File: src/rtl/apmu_ibex_pkg.sv
// Shared PMU types: counter-interface opcodes and the counter-port arbiter states.
package apmu_ibex_pkg;

    typedef enum logic [1:0] {
        PMC_IDLE = 2'd0,
        PMC_REQ  = 2'd1,
        PMC_WFP  = 2'd2,
        PMC_WFO  = 2'd3
    } pmc_op_e;

    typedef enum logic [1:0] {
        ARB_IDLE = 2'd0,
        ARB_REQ  = 2'd1,
        ARB_WFX  = 2'd2
    } pmc_arb_state_e;

endpackage

File: src/rtl/apmu_rr_picker.sv
// Round-robin picker: returns the first set request at or above rr_ptr, wrapping modulo NUM_REQ.
module apmu_rr_picker #(
    parameter int  NUM_REQ = 4,
    localparam int IDX_W   = $clog2(NUM_REQ)
) (
    input  logic [NUM_REQ-1:0] req,
    input  logic [IDX_W-1:0]   rr_ptr,
    output logic               valid,
    output logic [IDX_W-1:0]   winner
);

    int               idx;
    logic [IDX_W-1:0] sel;

    // Scan from the farthest offset down so the nearest one at or after rr_ptr wins.
    always_comb begin
        valid  = |req;
        winner = '0;
        idx    = 0;
        sel    = '0;
        for (int k = NUM_REQ - 1; k >= 0; k--) begin
            idx = int'(rr_ptr) + k;
            if (idx >= NUM_REQ) begin
                idx = idx - NUM_REQ;
            end
            sel = IDX_W'(idx);
            if (req[sel]) begin
                winner = sel;
            end
        end
    end

endmodule

File: src/rtl/apmu_pmc_bus_arbiter.sv
// Shares one PMU counter-unit port between NUM_REQ masters, one outstanding transaction at a time,
// with the owner locked from the downstream grant until its rvalid.
module apmu_pmc_bus_arbiter
    import apmu_ibex_pkg::*;
#(
    parameter int  NUM_REQ = 4,
    localparam int IDX_W   = $clog2(NUM_REQ)
) (
    input  logic                      clk_i,
    input  logic                      rst_ni,
    input  pmc_op_e [NUM_REQ-1:0]     req_op_i,
    input  logic [NUM_REQ-1:0][31:0]  req_addr_i,
    input  logic [NUM_REQ-1:0]        req_we_i,
    input  logic [NUM_REQ-1:0][31:0]  req_wdata_i,
    output logic [NUM_REQ-1:0]        req_gnt_o,
    output logic [NUM_REQ-1:0]        req_rvalid_o,
    output logic [NUM_REQ-1:0]        req_err_o,
    output logic [31:0]               req_rdata_o,
    output pmc_op_e                   counter_op_o,
    output logic [31:0]               counter_addr_o,
    output logic                      counter_we_o,
    output logic [31:0]               counter_wdata_o,
    input  logic                      counter_gnt_i,
    input  logic                      counter_rvalid_i,
    input  logic                      counter_err_i,
    input  logic [31:0]               counter_rdata_i,
    output logic                      stray_rvalid_o,
    output logic [IDX_W-1:0]          owner_o
);

    pmc_arb_state_e     state_reg, state_next;
    logic [IDX_W-1:0]   rr_ptr_reg, rr_ptr_next;
    logic [IDX_W-1:0]   owner_reg, owner_next;
    logic               stray_reg, stray_next;

    logic [NUM_REQ-1:0] req_vld;
    logic               pick_valid;
    logic [IDX_W-1:0]   pick_idx;
    logic [IDX_W-1:0]   sel;
    pmc_op_e            op;
    logic [NUM_REQ-1:0] gnt, rvalid, err;

    for (genvar gi = 0; gi < NUM_REQ; gi++) begin : g_req_vld
        assign req_vld[gi] = (req_op_i[gi] != PMC_IDLE);
    end

    apmu_rr_picker #(
        .NUM_REQ (NUM_REQ)
    ) u_picker (
        .req     (req_vld),
        .rr_ptr  (rr_ptr_reg),
        .valid   (pick_valid),
        .winner  (pick_idx)
    );

    always_ff @(posedge clk_i or negedge rst_ni) begin
        if (!rst_ni) begin
            state_reg  <= ARB_IDLE;
            rr_ptr_reg <= '0;
            owner_reg  <= '0;
            stray_reg  <= 1'b0;
        end else begin
            state_reg  <= state_next;
            rr_ptr_reg <= rr_ptr_next;
            owner_reg  <= owner_next;
            stray_reg  <= stray_next;
        end
    end

    always_comb begin
        state_next  = state_reg;
        rr_ptr_next = rr_ptr_reg;
        owner_next  = owner_reg;
        stray_next  = stray_reg;
        sel         = owner_reg;
        op          = PMC_IDLE;
        gnt         = '0;
        rvalid      = '0;
        err         = '0;
        case (state_reg)
            ARB_REQ: begin
                if (counter_rvalid_i) begin
                    rvalid[owner_reg] = 1'b1;
                    err[owner_reg]    = counter_err_i;
                    state_next        = ARB_IDLE;
                end
            end
            ARB_WFX: begin
                // Wait ops stay asserted until the response; an owner dropping its op does not abort.
                if (counter_rvalid_i) begin
                    rvalid[owner_reg] = 1'b1;
                    err[owner_reg]    = counter_err_i;
                    state_next        = ARB_IDLE;
                end else begin
                    op = req_op_i[owner_reg];
                end
            end
            default: begin
                sel = pick_valid ? pick_idx : '0;
                if (pick_valid) begin
                    op            = req_op_i[pick_idx];
                    gnt[pick_idx] = counter_gnt_i;
                    if (counter_gnt_i) begin
                        owner_next  = pick_idx;
                        rr_ptr_next = (pick_idx == IDX_W'(NUM_REQ - 1)) ? '0 : pick_idx + 1'b1;
                        state_next  = (req_op_i[pick_idx] == PMC_REQ) ? ARB_REQ : ARB_WFX;
                    end
                end
                if (counter_rvalid_i) begin
                    stray_next = 1'b1;
                end
            end
        endcase
    end

    // Handshake outputs are forced quiet for the whole time reset is asserted, not just after the edge.
    assign counter_op_o    = rst_ni ? op : PMC_IDLE;
    assign req_gnt_o       = gnt & {NUM_REQ{rst_ni}};
    assign req_rvalid_o    = rvalid & {NUM_REQ{rst_ni}};
    assign req_err_o       = err & {NUM_REQ{rst_ni}};
    assign req_rdata_o     = counter_rdata_i;
    assign counter_addr_o  = req_addr_i[sel];
    assign counter_we_o    = req_we_i[sel];
    assign counter_wdata_o = req_wdata_i[sel];
    assign stray_rvalid_o  = stray_reg;
    assign owner_o         = owner_reg;

endmodule

File: config.mk
export PLATFORM = sky130hd
export DESIGN_NAME = apmu_pmc_bus_arbiter
export DESIGN_NICKNAME = d
export VERILOG_FILES = /design/src/rtl/apmu_ibex_pkg.sv /design/src/rtl/apmu_rr_picker.sv /design/src/rtl/apmu_pmc_bus_arbiter.sv
export SDC_FILE = /design/constraint.sdc
export NUM_CORES = 1
export LEC_CHECK = 0
export CORE_AREA = 2 2 164 166
export DETAILED_ROUTE_END_ITERATION = 16
export DIE_AREA = 0 0 166 168
export PLACE_DENSITY = 0.46
export RECOVER_POWER = 100
export SLEW_MARGIN = 20
export SYNTH_ARGS = -nofsm -noshare
export SYNTH_HDL_FRONTEND = slang
export SYNTH_HIERARCHICAL = 1
export SYNTH_SLANG_ARGS = --single-unit
File: constraint.sdc
create_clock -name clk_i -period 6.4 [get_ports clk_i]
set_clock_uncertainty 0.05 [all_clocks]
set_input_delay 1.28 -clock clk_i [delete_from_list [all_inputs] [get_ports clk_i]]
set_output_delay 1.28 -clock clk_i [all_outputs]
set_load 0.03 [all_outputs]
==> impl_metrics.json <==
{
  "track_usage": 0.135,
  "ys.warnings.count": 6,
  "grt-ovfl-total": 0,
  "syn_inst": 196,
  "yosys-top-cells-area": "mux4_2 59%, buf_4 9.4%, dfrtp_1 6.9%",
  "synth_xor_xnor_area_share": 0,
  "syn_area_per_cell_sq_um": 13.0,
  "fp.dieW_microns": 166,
  "grt_max_degree": 66,
  "required_ps": 5070,
  "min_period_ps": 5830,
  "crit_top_cell": "dlygate4sd3_1",
  "clock_latency_ps": 230,
  "worst_pin_slew_ps": 655,
  "io_buffers": 354,
  "relSlewSlack": 0.562,
  "routed_wl_mm": 19.8,
  "first_pass_iters": 4,
  "r2r_end": "state_reg[1]$_DFFE_PN0P_",
  "cpMaxStageDelayCell": "dlygate4sd3_1",
  "p_clk_frac": 0.033,
  "syn-cell-area_sq_um": 2540,
  "drcViolationCount": 0,
  "final_common_cell": "clkdlybuf4s50_1",
  "first_iter_violations": 134,
  "synth.distinct_cells": 32,
  "reg2reg_setup_slack_ps": 4230,
  "root_buffer": "clkbuf_16",
  "grt_pass1_vias": 3668,
  "holdBufCountCts": 0,
  "maxCapViolCount": 0,
  "fmax_ghz": 0.171,
  "worst-path-max-fanout": 65,
  "die_area_sq_um": 27900,
  "hold_class": "reg2reg",
  "rsz0062_at_grt": "false",
  "setup_viol": 0,
  "comb_power_share": 0.936,
  "muxShareOfSynthArea": 0.618,
  "cts_made_buffers": 3,
  "regToRegStartpoint": "rr_ptr_reg[1]$_DFFE_PN0P_",
  "ant_nets": 0,
  "wl_per_cell_microns": 23.2,
  "synth_top_area_frac": 0.593,
  "hold_viol": 0,
  "post-cts-setup-buffers": 0,
  "place_congestion": 0.975,
  "drive_gt1_frac": 0.161,
  "initial_core_util": 0.0965,
  "power-per-cell-area_nw_per_um2": 512,
  "route.vias.total": 3292,
  "yosys.area_share.simple": 0.0999,
  "synth_area_leader_cell": "mux4_2",
  "synth_adder_area_share": 0.0246,
  "synth-seq-cells": 7,
  "total_power_mw": 3.24,
  "cp_data_arrival_time_ps": 4500,
  "num_rows": 60,
  "cts_sinks": 7,
  "cp-start-kind": "input port",
  "power.share.sequential": 0.031,
  "end_kind": "output pin",
  "most-common-layout-cells": "269 x clkdlybuf4s50_1, 85 x dlygate4sd3_1, 67 x mux4_2, 10 x nand2_1",
  "swShare": 0.520,
  "r2r_cells": 6,
  "critPathKind": "in2out",
  "status": "finished clean",
  "synth_top_family_by_area": "multiplexers",
  "intPower_mw": 1.55,
  "switching_power_mw": 1.68,
  "htree_levels": 1,
  "drv_slew": 0,
  "fin_setup_tns_ps": 0,
  "clock_path_buffers": 2,
  "leakagePower_nw": 2.29,
  "die_y_microns": 168,
  "ys_seq_area_frac": 0.0689,
  "io_pins": 419,
  "area_growth_syn_to_layout_pct": 149,
  "worst_ir_drop_vdd_v": 0.000332,
  "synth_compound_area_frac": 0.0369,
  "via_per_inst": 3.85,
  "slowest_delay_ps": 720,
  "core_sq_um": 26400,
  "cts_resized": 0,
  "finalCritPeriodShare": 0.911,
  "critPathCapture": "counter_addr_o[11]",
  "dp_hpwl_mm": 17.7,
  "timing.critical_path.from": "req_op_i[2]",
  "syn-num-nets": 506,
  "num-fill-cells": 2735,
  "path_cells": "dlygate4sd3_1, or2_2, nor3b_1, a211oi_1, nor2_1, a31oi_4, buf_12, mux4_2, dlygate4sd3_1",
  "antenna_found_initial": 9,
  "clk_pin_slew_worst_paths_ps": 40,
  "grt_pass1_wl_mm": 27.6,
  "cts_tree": "done",
  "fin_nets": 819
}
## through the flow
stage / hold WS (ps) / instance area [sq um] / utilization / worst slack [ps] / std cells
6_report: 410 / 6330 / 0.240 / 568 / 854
5_1_grt: 436 / 6320 / 0.240 / 425 / 850
4_1_cts: 426 / 6310 / 0.240 / 696 / 849
3_5_place_dp: 418 / 6230 / 0.237 / 703 / 845
3_3_place_gp: 411 / 6230 / 0.237 / 801 / 845
2_1_floorplan: 419 / 2540 / - / 1870 / 196
## power groups by stage
| stage | Combinational [mW] | Clock, mW | Sequential, mW |
|---|---|---|---|
| after floorplan | 2.10 | 0 | 0.0852 |
| after global placement | 3.21 | 0 | 0.0997 |
| after detailed placement | 3.23 | 0 | 0.101 |
| after CTS | 3.24 | 0.109 | 0.101 |
| after global routing | 3.19 | 0.112 | 0.104 |
| final | 3.03 | 0.107 | 0.0990 |
## how the worst min path moves through the flow
stage / from / to / depth (start not counted) / slack (ps)
finish: stray_rvalid_o$_DFFE_PN0P_ / stray_rvalid_o$_DFFE_PN0P_ / 1 / 410
global route: stray_rvalid_o$_DFFE_PN0P_ / stray_rvalid_o$_DFFE_PN0P_ / 1 / 440
CTS: stray_rvalid_o$_DFFE_PN0P_ / stray_rvalid_o$_DFFE_PN0P_ / 1 / 430
detailed placement: stray_rvalid_o$_DFFE_PN0P_ / stray_rvalid_o$_DFFE_PN0P_ / 1 / 420
global placement: stray_rvalid_o$_DFFE_PN0P_ / stray_rvalid_o$_DFFE_PN0P_ / 1 / 410
floorplan: state_reg[0]$_DFFE_PN0P_ / state_reg[0]$_DFFE_PN0P_ / 2 / 420
## cell usage after synthesis (all sizes together)
cell type	number
mux4	69
buf	46
nand2	10
and3	8
nor2	8
dfrtp	7
ha	5
clkbuf	4
inv	4
nand2b	4
nand3	4
or2	4
nor2b	3
o21ai	3
a211oi	2
a21o	2
a32oi	2
nor3b	2
a21oi	1
a31oi	1
and4b	1
mux2i	1
nand4b	1
nor3	1
nor4b	1
o21a	1
o31ai	1
## cell families (layout without fill, tap and decap cells)
group,after synthesis,count (layout)
buf+inv,54,366
fa+ha+maj,5,5
compound gates,13,13
mux,70,70
other cells,0,5
simple gates,47,47
flops,7,7
## critical path, delay by kind of cell
kind,cells,cell delay [ps]
buf+inv,3,1510
simple gates,3,990
mux,1,390
compound gates,2,230
## metal layers
metal | up-vias | wire, microns | track usage
li1 | 1422 | - | -
met1 | 1606 | 7600 | 0.157
met2 | 240 | 9130 | 0.214
met3 | 16 | 2770 | 0.0830
met4 | 8 | 261 | 0.0234
met5 | - | 53 | 0
## area by class of cell
type	count	area [sq um]	area share
Multi-Input combinational cell	135	2000	0.317
Timing Repair Buffer	358	3610	0.571
Sequential cell	7	175	0.0277
Antenna cell	5	12.5	0.00198
Clock buffer	4	78.8	0.0125
Tap cell	341	427	0.0674
Inverter	4	17.5	0.00277
Note: power is estimated with default switching activity, not from simulation.
